<file path="config.mk">
export PLATFORM = sky130hd
export DESIGN_NAME = jtgng_rom_arb
export DESIGN_NICKNAME = d
export VERILOG_FILES = /design/src/rtl/jtgng_rom_arb.sv
export SDC_FILE = /design/constraint.sdc
export NUM_CORES = 1
export LEC_CHECK = 0
export ABC_AREA = 1
export CORE_ASPECT_RATIO = 1.25
export CORE_MARGIN = 5
export CORE_UTILIZATION = 49
export DETAILED_ROUTE_END_ITERATION = 10
export PLACE_DENSITY_LB_ADDON = 0.1
export SYNTH_ARGS = -nofsm -noshare
export SYNTH_HDL_FRONTEND = slang
export SYNTH_SLANG_ARGS = --single-unit
export TNS_END_PERCENT = 20
</file>
<file path="constraint.sdc">
create_clock -name clk -period 5.7 [get_ports clk]
set_input_delay 0.57 -clock clk [delete_from_list [all_inputs] [get_ports clk]]
set_output_delay 0.57 -clock clk [all_outputs]
set_load 0.02 [all_outputs]
</file>
<file path="src/rtl/jtgng_rom_arb.sv">
// SDRAM ROM-read arbiter with a one-word last-read cache per requester.
// Define JTGNG_ROMARB_RR_EN for round-robin arbitration (fixed priority otherwise).
`timescale 1ns/1ps
module jtgng_rom_arb #(
    parameter int NREQ = 4,
    parameter int AW   = 22
) (
    input  logic              clk,
    input  logic              rst_n,
    input  logic              downloading,
    input  logic              loop_rst,
    input  logic [NREQ-1:0]   req,
    input  logic [NREQ*AW-1:0] req_addr,
    output logic [NREQ-1:0]   ok,
    output logic [31:0]       dout,
    output logic              sdram_req,
    output logic [AW-1:0]     sdram_addr,
    input  logic              sdram_ack,
    input  logic              data_rdy,
    input  logic [31:0]       data_read,
    output logic              refresh_en
);
    localparam int GW = (NREQ > 1) ? $clog2(NREQ) : 1;

    typedef enum logic [1:0] {IDLE, WAIT_ACK, WAIT_RDY} state_t;

    state_t          state, state_nxt;
    logic [GW-1:0]   grant, win;
    logic            win_vld, hit, flush, fill;
    logic [AW-1:0]   win_addr;
    logic [NREQ-1:0] valid;
    logic [AW-1:0]   tag   [NREQ];
    logic [31:0]     cache [NREQ];

    assign flush = downloading | loop_rst;
    // Ack and ready in the same cycle complete the read straight from WAIT_ACK
    assign fill  = !flush && data_rdy &&
                   (state == WAIT_RDY || (state == WAIT_ACK && sdram_ack));

`ifdef JTGNG_ROMARB_RR_EN
    logic [GW-1:0] ptr;

    always_ff @(posedge clk or negedge rst_n) begin
        if (!rst_n)
            ptr <= '0;
        else if (!flush && state == IDLE && win_vld)
            ptr <= (int'(win) == NREQ-1) ? '0 : win + 1'b1;
    end

    always_comb begin
        int idx;
        idx     = 0;
        win     = '0;
        win_vld = 1'b0;
        for (int k = 0; k < NREQ; k++) begin
            idx = int'(ptr) + k;
            if (idx >= NREQ) idx = idx - NREQ;
            if (!win_vld && req[idx]) begin
                win_vld = 1'b1;
                win     = GW'(idx);
            end
        end
    end
`else
    always_comb begin
        win     = '0;
        win_vld = 1'b0;
        for (int k = NREQ-1; k >= 0; k--) begin
            if (req[k]) begin
                win_vld = 1'b1;
                win     = GW'(k);
            end
        end
    end
`endif

    assign win_addr = req_addr[int'(win)*AW +: AW];
    assign hit      = win_vld && valid[win] && (tag[win] == win_addr);

    always_ff @(posedge clk or negedge rst_n) begin
        if (!rst_n) state <= IDLE;
        else        state <= state_nxt;
    end

    always_comb begin
        state_nxt = state;
        if (flush) begin
            state_nxt = IDLE;
        end else begin
            case (state)
                IDLE:     if (win_vld && !hit) state_nxt = WAIT_ACK;
                WAIT_ACK: begin
                    if (fill)           state_nxt = IDLE;
                    else if (sdram_ack) state_nxt = WAIT_RDY;
                end
                WAIT_RDY: if (data_rdy) state_nxt = IDLE;
                default:  state_nxt = IDLE;
            endcase
        end
    end

    always_ff @(posedge clk or negedge rst_n) begin
        if (!rst_n) begin
            ok         <= '0;
            dout       <= '0;
            sdram_req  <= 1'b0;
            sdram_addr <= '0;
            refresh_en <= 1'b1;
            valid      <= '0;
            grant      <= '0;
        end else begin
            ok         <= '0;
            refresh_en <= flush || (state == IDLE && !(|req));
            if (flush) begin
                sdram_req <= 1'b0;
                valid     <= '0;
            end else begin
                if (state == IDLE && win_vld) begin
                    if (hit) begin
                        ok[win] <= 1'b1;
                        dout    <= cache[win];
                    end else begin
                        sdram_req  <= 1'b1;
                        sdram_addr <= win_addr;
                        grant      <= win;
                    end
                end
                if (state == WAIT_ACK && sdram_ack) sdram_req <= 1'b0;
                // A requester that gave up still gets its cache line, just no ok
                if (fill) begin
                    ok[grant]    <= req[grant];
                    dout         <= data_read;
                    valid[grant] <= 1'b1;
                end
            end
        end
    end

    always_ff @(posedge clk) begin
        if (fill) begin
            cache[grant] <= data_read;
            tag[grant]   <= sdram_addr;
        end
    end
endmodule

</file>
==> results by group <==
Status
  – Outcome: completed

Worst setup path
  – R2R depth: 8
  – Critical path, cell by cell: clkdlybuf4s50_1, nor2_4, nand2_1, inv_2, nand2_1, nand3_1, nor2_1, nand2_1, nand2_1, nor2_1, nand2_1, nor2_1, nand4_1, nand2_1, nand2_1, buf_4, nand2_1, nand2_1
  – CP Class: in -> reg
  – Reg2reg end: cache[0][29]
  – Worst-path fanout max: 31
  – Flop2flop setup slack: 2.29 ns
  – Family with the most delay on the worst path: simple AND/OR/NAND/NOR gates
  – CP peak stage delay: 0.64 ns
  – Buf+Inv Stages, Crit Path: 3
  – Setup crit end kind: register
  – Worst EP arrival: 4.38 ns
  – Required @ worst endpoint: around 6 ns
  – Worst R2R Start: state[0]
  – Critical path's most frequent cell: nand2_1
  – Slowest-stage cell, CP: inv_2
  – CP startpoint kind: input pin

Synth
  – Synth Area in Adders: 0%
  – Mapped Area: between 10000 and 15000 µm²
  – Syn nets: 1466
  – YS warnings: 0
  – Largest family of logic cells by synthesized area: simple AND/OR/NAND/NOR gates
  – Synthesized flop and latch total: 284
  – XOR/XNOR Fraction of Synth Area: 0%
  – Mux contribution to synthesized area: 0%
  – Post-synthesis sequential area ratio: a little under two thirds
  – Avg Inst Size Synth: approximately 9.6 µm²
  – Synth Area in Simple Gates: about a quarter
  – Gate count of the mapped netlist: roughly 1300
  – Post-synthesis compound-gate area fraction: under 10%
  – Distinct cells, synth: 25

Placed design
  – Placed instance area: about 15000 µm²
  – Port Buffers: around 190
  – Post-DP HPWL: approximately 23 mm
  – Pre-CTS setup slack: 1.190 ns
  – GPL Wtd Cong: approximately 0.84

Routing
  – Vias per std cell: 5.341
  – ANT nets after route: 0
  – Initial drt markers: ~700
  – Number of iterations in the first detailed-routing pass: 5
  – DRC violations left: 0
  – Post-Route WL: roughly 36 mm
  – Vias: 10070
  – WL/cell: between 15 and 20 µm

Worst hold path
  – Worst Hold Endpoint: dout[0]
  – Hold depth: 2
  – Hold Crit Class: reg -> reg
  – Worst Hold Launch: dout[0]

Finish
  – Fillers: between 2000 and 2500
  – ANT cells: 0
  – Syn-to-layout area delta: 26.25%
  – Final instance area: about 16000 µm²
  – Final Net Count: 1654
  – Share of layout cells above drive strength 1: under 10%

Global route
  – First-pass GRT wire length: 55.21 mm
  – GRT Total Usage: 23.85%
  – Congestion Overflow GR: 0
  – Largest net degree at the start of global routing: 50
  – Vias in the first global route: 9798
  – Antenna violations before repair: 1

Floorplanning
  – Area of the die: 29500 µm²
  – # IOs: 190
  – Core area: approximately 26000 µm²
  – Die width: 154.6 µm
  – Starting Density: between 40% and 50%
  – Chip height: around 190 µm
  – FP Rows: between 60 and 70

Clock network
  – CTS tree: yes
  – Clk Latency, worst-skew pair: 0.54 ns
  – Postcts setup bufs: 0
  – Num CTS Buffers: 28
  – H-tree depth: 1
  – Num Clock Sinks: around 280
  – Clk pin slew, worst setup/hold paths: approximately 0.06 ns
  – Clock Path Buffers: 3
  – CTS root buf: clkbuf_16
  – Resized cells post-CTS: 0

Timing
  – Final-report setup violation count: 0
  – Rel. slew slack: approximately 32%
  – Fin. Hold Viols: 0
  – Min Tclk post-route: about 4 ns
  – Final period util: a little over two thirds
  – Worst slew pin tran: 1.017 ns
  – Fmax: approximately 0.25 GHz
  – Final WS setup: between 1.5 and 2 ns
  – Clock skew: ~0.0085 ns
  – Max-slew violations: 0
  – RSZ-0062 raised after global routing: no

Pwr
  – Leakage Power: just under 7 nW
  – Peak supply drop: 0.2515 mV
  – Cell Pwr Density: 328.5 nW/µm²

Flow run
  – Max cap viols: 0
area by class of cell:
class | instances | area (µm²) | area share (%)
Multi-Input combinational cell | 847 | 3892 | 24.06
Tap cell | 340 | 425.4 | 2.630
Sequential cell | 284 | 8189 | 50.62
Clock buffer | 36 | 802.0 | 4.958
Timing Repair Buffer | 220 | 2125 | 13.13
Inverter | 143 | 536.8 | 3.318
Clock inverter | 16 | 206.4 | 1.276
synthesized netlist by cell type, drive strengths merged:
| cell type | count | area [µm²] |
|---|---|---|
| dfrtp | 67 | 1677 |
| clkbuf | 25 | 93.84 |
| clkinv | 2 | 7.510 |
| a22oi | 13 | 97.59 |
| inv | 141 | 529.3 |
| nor4 | 1 | 6.260 |
| nand4 | 8 | 50.05 |
| buf | 37 | 175.2 |
| nand2 | 411 | 1545 |
| dfstp | 1 | 26.28 |
| nand3b | 43 | 322.8 |
| o21ai | 49 | 245.2 |
| nor2 | 113 | 426.7 |
| a221oi | 1 | 8.760 |
| a41oi | 20 | 175.2 |
| nor3 | 3 | 15.01 |
| nand3 | 160 | 800.8 |
| a21oi | 25 | 125.1 |
| edfxtp | 216 | 6486 |
through the flow:
step	setup TNS [ns]	power (mW)	std cells	hold WS [ns]	util (%)
4_1_cts	0	5.347	1886	0.4825	62.39
2_1_floorplan	-0.02460	2.896	1336	0.2744	-
3_5_place_dp	0	3.357	1833	0.4659	58.46
5_1_grt	0	5.511	1886	0.5137	62.39
3_3_place_gp	0	3.348	1833	0.4678	58.46
6_report	0	5.314	1886	0.4828	62.39
power breakdown:
group | switching, mW | total [mW] | leakage, nW | internal, mW
combinational | 0.464 | 0.827 | 3.50 | 0.363
sequential | 0.116 | 2.49 | 2.82 | 2.37
clock | 0.784 | 2.00 | 0.495 | 1.21
cell usage in the layout (no fill, tap or decap), types with 2 or more instances in the layout:
| master | count |
|---|---|
| edfxtp_1 | 216 |
| clkinv_1 | 5 |
| nand2_2 | 3 |
| clkdlybuf4s50_1 | 188 |
| inv_2 | 7 |
| nor2_4 | 6 |
| nand3b_1 | 43 |
| clkinvlp_4 | 2 |
| inv_1 | 134 |
| nand4_1 | 8 |
| nand2_1 | 408 |
| o21ai_0 | 34 |
| o21ai_1 | 15 |
| bufinv_16 | 5 |
| a21oi_1 | 25 |
| nor2_2 | 2 |
| clkbuf_8 | 5 |
| nor2_1 | 105 |
| dfrtp_1 | 67 |
| buf_4 | 31 |
| nand3_1 | 159 |
| a41oi_1 | 20 |
| a22oi_1 | 13 |
| clkbuf_1 | 2 |
| clkinv_2 | 6 |
| clkbuf_16 | 29 |
worst max path at each step:
stage / from / to / cells past startpoint
after floorplan: loop_rst / ok[3] / 10
after global placement: req[0] / dout[8] / 20
after detailed placement: req[0] / dout[7] / 20
after CTS: req[0] / dout[22] / 20
after global routing: req[0] / dout[28] / 20
final: req[0] / dout[28] / 18
repair_timing:
action / in CTS / in global routing
endpoints found under the hold margin: 20 / 0
endpoints found under the setup margin: 0 / 0
hold buffers: 1 / 0
worst reg2reg max path, stage by stage, from the launching register on:
cell and delay (ns):
dfrtp_1 0.37, inv_1 0.06, nor3_1 0.23, o21ai_0 0.19, nor2_2 0.11, buf_4 0.36, inv_2 0.41, nor2_4 0.92
buf_4 0.44
layer usage:
layer  wire (µm)  up-vias  GRT usage (%)
li1            -     4833              -
met5          13        -              0
met1       15160     4824          32.02
met2       17360      348          40.65
met3        2286       66          3.746
met4         867        2          6.320
sequential cells by signal, summed over array words and instances (netlist names):
name        count
valid           4
grant           2
tag            88
ok              4
sdram_addr     22
dout           32
state           2
sdram_req       1
refresh_en      1
cache         128
cell families (layout without fill, tap and decap cells):
logic type	Yosys count	count (layout)
AO/OA/AOI/OAI	108	108
buffers and inverters	205	415
AND/OR/NAND/NOR	739	739
flip-flops	284	284
No activity file was read; power rests on OpenSTA's default activity.
